**src/rtl/lfsr_pkg.sv**
```systemverilog
// lfsr_pkg: maximal-length tap constants and request FSM encoding shared by the LFSR blocks
package lfsr_pkg;
    localparam logic [7:0]  LFSR8_TAPS  = 8'h1D;
    localparam logic [9:0]  LFSR10_TAPS = 10'h081;
    localparam logic [15:0] LFSR16_TAPS = 16'h6801;
    typedef enum logic {IDLE, SAMPLE} fsm_e;
endpackage

```
**src/rtl/lfsr_core.sv**
```systemverilog
// lfsr_core: Galois LFSR state register with seed load, zero-state recovery and lockup pulse
module lfsr_core
    import lfsr_pkg::*;
#(
    parameter int unsigned      WIDTH = 10,
    parameter logic [WIDTH-1:0] TAPS  = WIDTH'(LFSR10_TAPS),
    parameter logic [WIDTH-1:0] SEED  = WIDTH'(10'h0FF)
) (
    input  logic             clk,
    input  logic             rst,
    input  logic             step_i,
    input  logic             load_i,
    input  logic [WIDTH-1:0] load_val_i,
    output logic [WIDTH-1:0] state_o,
    output logic             lockup_o
);
    if (SEED == '0) begin : g_bad_seed
        $error("lfsr_core: SEED must be nonzero");
    end
    if (WIDTH < 3 || WIDTH > 32) begin : g_bad_width
        $error("lfsr_core: WIDTH must be 3..32");
    end
    localparam logic [WIDTH-1:0] TAPS_EFF = TAPS | WIDTH'(1);
    logic [WIDTH-1:0] state_q, state_d, stepped;
    logic             lockup_q, lockup_d;
    assign stepped = {state_q[WIDTH-2:0], 1'b0} ^ (TAPS_EFF & {WIDTH{state_q[WIDTH-1]}});
    always_comb begin
        state_d  = load_i ? ((load_val_i == '0) ? SEED : load_val_i)
                 : (state_q == '0) ? SEED
                 : step_i ? stepped : state_q;
        lockup_d = load_i ? (load_val_i == '0) : (state_q == '0);
    end
    always_ff @(posedge clk) begin
        if (rst) begin
            state_q  <= SEED;
            lockup_q <= 1'b0;
        end else begin
            state_q  <= state_d;
            lockup_q <= lockup_d;
        end
    end
    assign state_o  = state_q;
    assign lockup_o = lockup_q;
endmodule

```
**src/rtl/lfsr_rand_gen.sv**
```systemverilog
// lfsr_rand_gen: LFSR random source with a rejection-sampled bounded-value request port
module lfsr_rand_gen
    import lfsr_pkg::*;
#(
    parameter int unsigned      WIDTH     = 10,
    parameter logic [WIDTH-1:0] TAPS      = WIDTH'(LFSR10_TAPS),
    parameter logic [WIDTH-1:0] SEED      = WIDTH'(10'h0FF),
    parameter int unsigned      OUT_W     = 8,
    parameter int unsigned      MAX_TRIES = 4
) (
    input  logic             clk,
    input  logic             rst,
    input  logic             en,
    input  logic             seed_load,
    input  logic [WIDTH-1:0] seed_in,
    output logic [WIDTH-1:0] lfsr_out,
    output logic             lockup,
    input  logic             req,
    input  logic [OUT_W-1:0] limit,
    output logic             busy,
    output logic             rand_valid,
    output logic [OUT_W-1:0] rand_val,
    output logic             fallback
);
    if (OUT_W < 1 || OUT_W > WIDTH) begin : g_bad_out_w
        $error("lfsr_rand_gen: OUT_W must be 1..WIDTH");
    end
    if (MAX_TRIES < 1) begin : g_bad_tries
        $error("lfsr_rand_gen: MAX_TRIES must be >= 1");
    end
    localparam int TW = $clog2(MAX_TRIES + 1);
    fsm_e             state_q;
    logic [OUT_W:0]   limit_q;
    logic [TW-1:0]    tries_q;
    logic             rand_valid_q, fallback_q;
    logic [OUT_W-1:0] rand_val_q;
    assign busy = (state_q == SAMPLE);
    // The LFSR free-runs while sampling so each try sees a fresh candidate
    lfsr_core #(.WIDTH(WIDTH), .TAPS(TAPS), .SEED(SEED)) u_core (
        .clk        (clk),
        .rst        (rst),
        .step_i     (en | busy),
        .load_i     (seed_load),
        .load_val_i (seed_in),
        .state_o    (lfsr_out),
        .lockup_o   (lockup)
    );
    always_ff @(posedge clk) begin
        if (rst) begin
            state_q      <= IDLE;
            limit_q      <= '0;
            tries_q      <= '0;
            rand_valid_q <= 1'b0;
            rand_val_q   <= '0;
            fallback_q   <= 1'b0;
        end else begin
            rand_valid_q <= 1'b0;
            if (state_q == IDLE) begin
                if (req) begin
                    limit_q <= (limit == '0) ? {1'b1, {OUT_W{1'b0}}} : {1'b0, limit};
                    tries_q <= '0;
                    state_q <= SAMPLE;
                end
            end else if ({1'b0, lfsr_out[OUT_W-1:0]} < limit_q) begin
                rand_val_q   <= lfsr_out[OUT_W-1:0];
                fallback_q   <= 1'b0;
                rand_valid_q <= 1'b1;
                state_q      <= IDLE;
            end else if (tries_q == TW'(MAX_TRIES - 1)) begin
                rand_val_q   <= OUT_W'(limit_q - (OUT_W + 1)'(1));
                fallback_q   <= 1'b1;
                rand_valid_q <= 1'b1;
                state_q      <= IDLE;
            end else begin
                tries_q <= tries_q + TW'(1);
            end
        end
    end
    assign rand_valid = rand_valid_q;
    assign rand_val   = rand_val_q;
    assign fallback   = fallback_q;
endmodule

```
**config.mk**
```make
export PLATFORM = sky130hd
export DESIGN_NAME = lfsr_rand_gen
export DESIGN_NICKNAME = d
export VERILOG_FILES = /design/src/rtl/lfsr_pkg.sv /design/src/rtl/lfsr_core.sv /design/src/rtl/lfsr_rand_gen.sv
export SDC_FILE = /design/constraint.sdc
export NUM_CORES = 1
export LEC_CHECK = 0
export CAP_MARGIN = 20
export CORE_MARGIN = 2
export CORE_UTILIZATION = 49
export CTS_CLUSTER_DIAMETER = 150
export DETAILED_ROUTE_END_ITERATION = 8
export PLACE_DENSITY_LB_ADDON = 0.12
export SETUP_SLACK_MARGIN = 0.1
export SLEW_MARGIN = 30
export SYNTH_ARGS = -nofsm -noshare
export SYNTH_HDL_FRONTEND = slang
export SYNTH_SLANG_ARGS = --single-unit
```
**constraint.sdc**
```tcl
create_clock -name clk -period 2.69 [get_ports clk]
set_clock_uncertainty 0.1 [all_clocks]
set_input_delay 0.807 -clock clk [delete_from_list [all_inputs] [get_ports clk]]
set_output_delay 0.807 -clock clk [all_outputs]
set_load 0.02 [all_outputs]
```
==> key figures, run 1 <==
Run status
  • Status: completed

Routing
  • DRT iter0 DRCs: 120
  • Vias post-DR: 1717
  • Routed Antenna Nets: 0
  • Routed length per placed instance: 13.8 um
  • Vias per Instance: 5.59
  • DRT Pass-1 Iters: 4
  • Routed wire length: 4230 um
  • Post-route DRC: 0

Synthesis
  • Yosys cell types: 43
  • Area share of and/or/nand/nor cells after synthesis: 0.161
  • Ys async rst share: 0
  • Dominant synthesized flop cell: dfxtp_1
  • Cell Area, Synth: 0.00181 mm2
  • Mapped Cells: 212
  • Post-synthesis register bit count: 34
  • Mux cell area share after synthesis: 0.0616
  • Compound-Gate Fraction of Synth Area: 0.240
  • Register area share after synthesis: 0.377
  • Post-synth EDFFs: 0
  • Ys Warns: 0
  • Main combinational cell family by area after synthesis: compound AO/OA/AOI/OAI gates
  • Adder-cell share of the synthesized area: 0.0693
  • Syn avg cell area: 8.52 um2
  • XOR/XNOR Fraction of Synth Area: 0.0291
  • Syn Nets: 245

Setup path
  • Crit Path Category: input pin to register
  • Critical path fanouts, max: 8
  • CP endpoint kind: register
  • R2R cell count: 7
  • R2r setup slk: 0.49 ns
  • Critical Path Source Type: input pin
  • Crit path DAT: 2.52 ns
  • Crit path required time: 2.80 ns

Final layout
  • Diode count: 0
  • Most frequent cells in the layout: clkdlybuf4s50_1, dfxtp_1, nand2_1
  • Most common cell after layout, fill and taps aside: clkdlybuf4s50_1
  • Post-layout util: 0.684
  • Final std cells w/o fill: 307
  • Share of post-route cells with drive strength above 1: 0.0849
  • Area Growth Syn to Fin: 36.4%
  • Fin nets: 291

Timing
  • Final hold vios: 0
  • Unrepaired setup endpoints after global routing: no
  • Fin crit period: 2.41 ns
  • Fin Setup TNS: 0 ns
  • Fin. max-slew vios: 0
  • Worst Max-Slew Pin Slew: 0.352 ns
  • Final setup violation count: 0
  • Tcrit/Tclk final: 0.897
  • Slew HR: 0.765
  • Max Fclk: 414 MHz

Die
  • Initial core utilization: 0.501
  • Core Area: 0.00361 mm2
  • Die Y: 64.7 um
  • IO Pins: 45
  • Row count: 22
  • Die area: 0.00419 mm2
  • Die width: 64.7 um

GRT
  • Vias in the first global route: 1576
  • Largest net degree at the start of global routing: 29
  • Total gr overflow: 0
  • Initial antenna violation count: 0
  • Tot GR Track Use: 0.227
  • Global-route wire length before repair: 7490 um

Worst hold path
  • Worst Hold Depth: 2
  • Hold Path Class: register to register

Run
  • Max Cap Violations: 0

Placement
  • RD Place Congestion: 0.812
  • Dpl hpwl: 3200 um
  • Placed Cells: 299
  • Port Buffers: 44

CTS
  • Clock Tree Buf Depth: 2
  • Cts bufs inserted: 5
  • Worst-Skew Late Latency: 0.28 ns
  • Setup bufs post-CTS: 0
  • CTS H-tree lvls: 2
  • Root Driver: clkbuf_8
  • Hold buffers post-CTS: 0
  • CTS tree: built
  • Clk slew on worst S/H paths: 0.07 ns
  • CTS Sinks: 34
  • CTS resizes: 0

Pwr
  • P_leak: 0.989 nW
  • Cell Pwr Density: 623 mW/mm2
  • Power, Total: 1.54 mW
  • Max rail drop VDD: 368 uV
cell type report:
type / count / area (um2)
fill: 312 / 1140
tap: 48 / 60.1
multi-input combinational: 149 / 1010
sequential: 34 / 681
timing repair buffer: 51 / 505
clock buffer: 6 / 82.6
inverter: 17 / 63.8
clock inverter: 2 / 60.1
power by group:
group          total (mW)  leakage [nW]  switching (mW)  internal, mW
sequential          0.587         0.279          0.0446         0.543
combinational       0.368         0.639           0.181         0.187
clock               0.582        0.0714           0.186         0.395
kinds of logic (layout without fill, tap and decap cells):
group	after synthesis	count (layout)
AO/OA/AOI/OAI	65	65
AND/OR/NAND/NOR	57	57
flip-flops	34	34
buffers and inverters	29	76
multiplexers	11	11
adder cells (fa/ha/maj)	10	10
XOR/XNOR	6	6
per-stage QoR:
step / hold slack, ns / setup WS [ns] / cell area [um2]
4_1_cts: 0.360 / 0.258 / 2460
3_5_place_dp: 0.351 / -0.0319 / 2320
5_1_grt: 0.380 / 0.152 / 2460
2_1_floorplan: 0.336 / 0.478 / 1810
6_report: 0.360 / 0.276 / 2460
3_3_place_gp: 0.347 / 0.0522 / 2320
layer usage:
| layer | up-vias | wire, um | track usage |
|---|---|---|---|
| met2 | 50 | 2060 | 0.365 |
| met1 | 797 | 1910 | 0.305 |
| met4 | 0 | 44 | 0.0824 |
| met5 | - | 0 | 0 |
| li1 | 866 | - | - |
| met3 | 4 | 207 | 0.0382 |
worst max-delay path, cell delays in order:
cell and delay [ns]:
clkdlybuf4s50_1 0.42, or4_4 0.55, o41ai_4 0.32, buf_4 0.21, o22ai_1 0.09, o21ai_1 0.13
final timing paths:
path / end / startpoint
min: limit_q[7] / limit_q[7]
max: u_core.state_o[6] / seed_in[7]
min reg2reg: limit_q[7] / limit_q[7]
max reg2reg: tries_q[0] / limit_q[6]
Yosys cell counts, types with 3 or more instances:
cell	instances	area, um2
clkbuf_1	10	37.5
inv_1	17	63.8
nor2_1	10	37.5
a21oi_1	20	100
a21o_1	3	22.5
nor4_1	5	31.3
a211oi_1	3	22.5
o21ai_0	3	15.0
and3_1	5	31.3
o22ai_1	8	50.1
mux2i_1	10	100
o21ai_1	8	40.0
o32ai_1	4	35.0
nand3_1	4	20.0
dfxtp_1	34	681
xnor2_1	5	43.8
nand2_1	21	78.8
a41oi_1	3	26.3
ha_1	10	125
flip-flops by register name, indices dropped and copies added, names as in the netlist:
name and flops:
limit_q 9, busy 1, rand_valid 1, tries_q 3, u_core.lockup_o 1, fallback 1, u_core.state_o 10, rand_val 8
Power figures use the tool's default switching activity.
==> inputs of run 2 (changes only) <==
--- a/config.mk
+++ b/config.mk
@@ -9,6 +9,7 @@
 export CORE_MARGIN = 2
 export CORE_UTILIZATION = 49
 export CTS_CLUSTER_DIAMETER = 150
+export CTS_CLUSTER_SIZE = 40
 export DETAILED_ROUTE_END_ITERATION = 8
 export PLACE_DENSITY_LB_ADDON = 0.12
 export SETUP_SLACK_MARGIN = 0.1
==> results of run 2 <==
The final DEF is identical to that of run 1; final timing and power are the same.
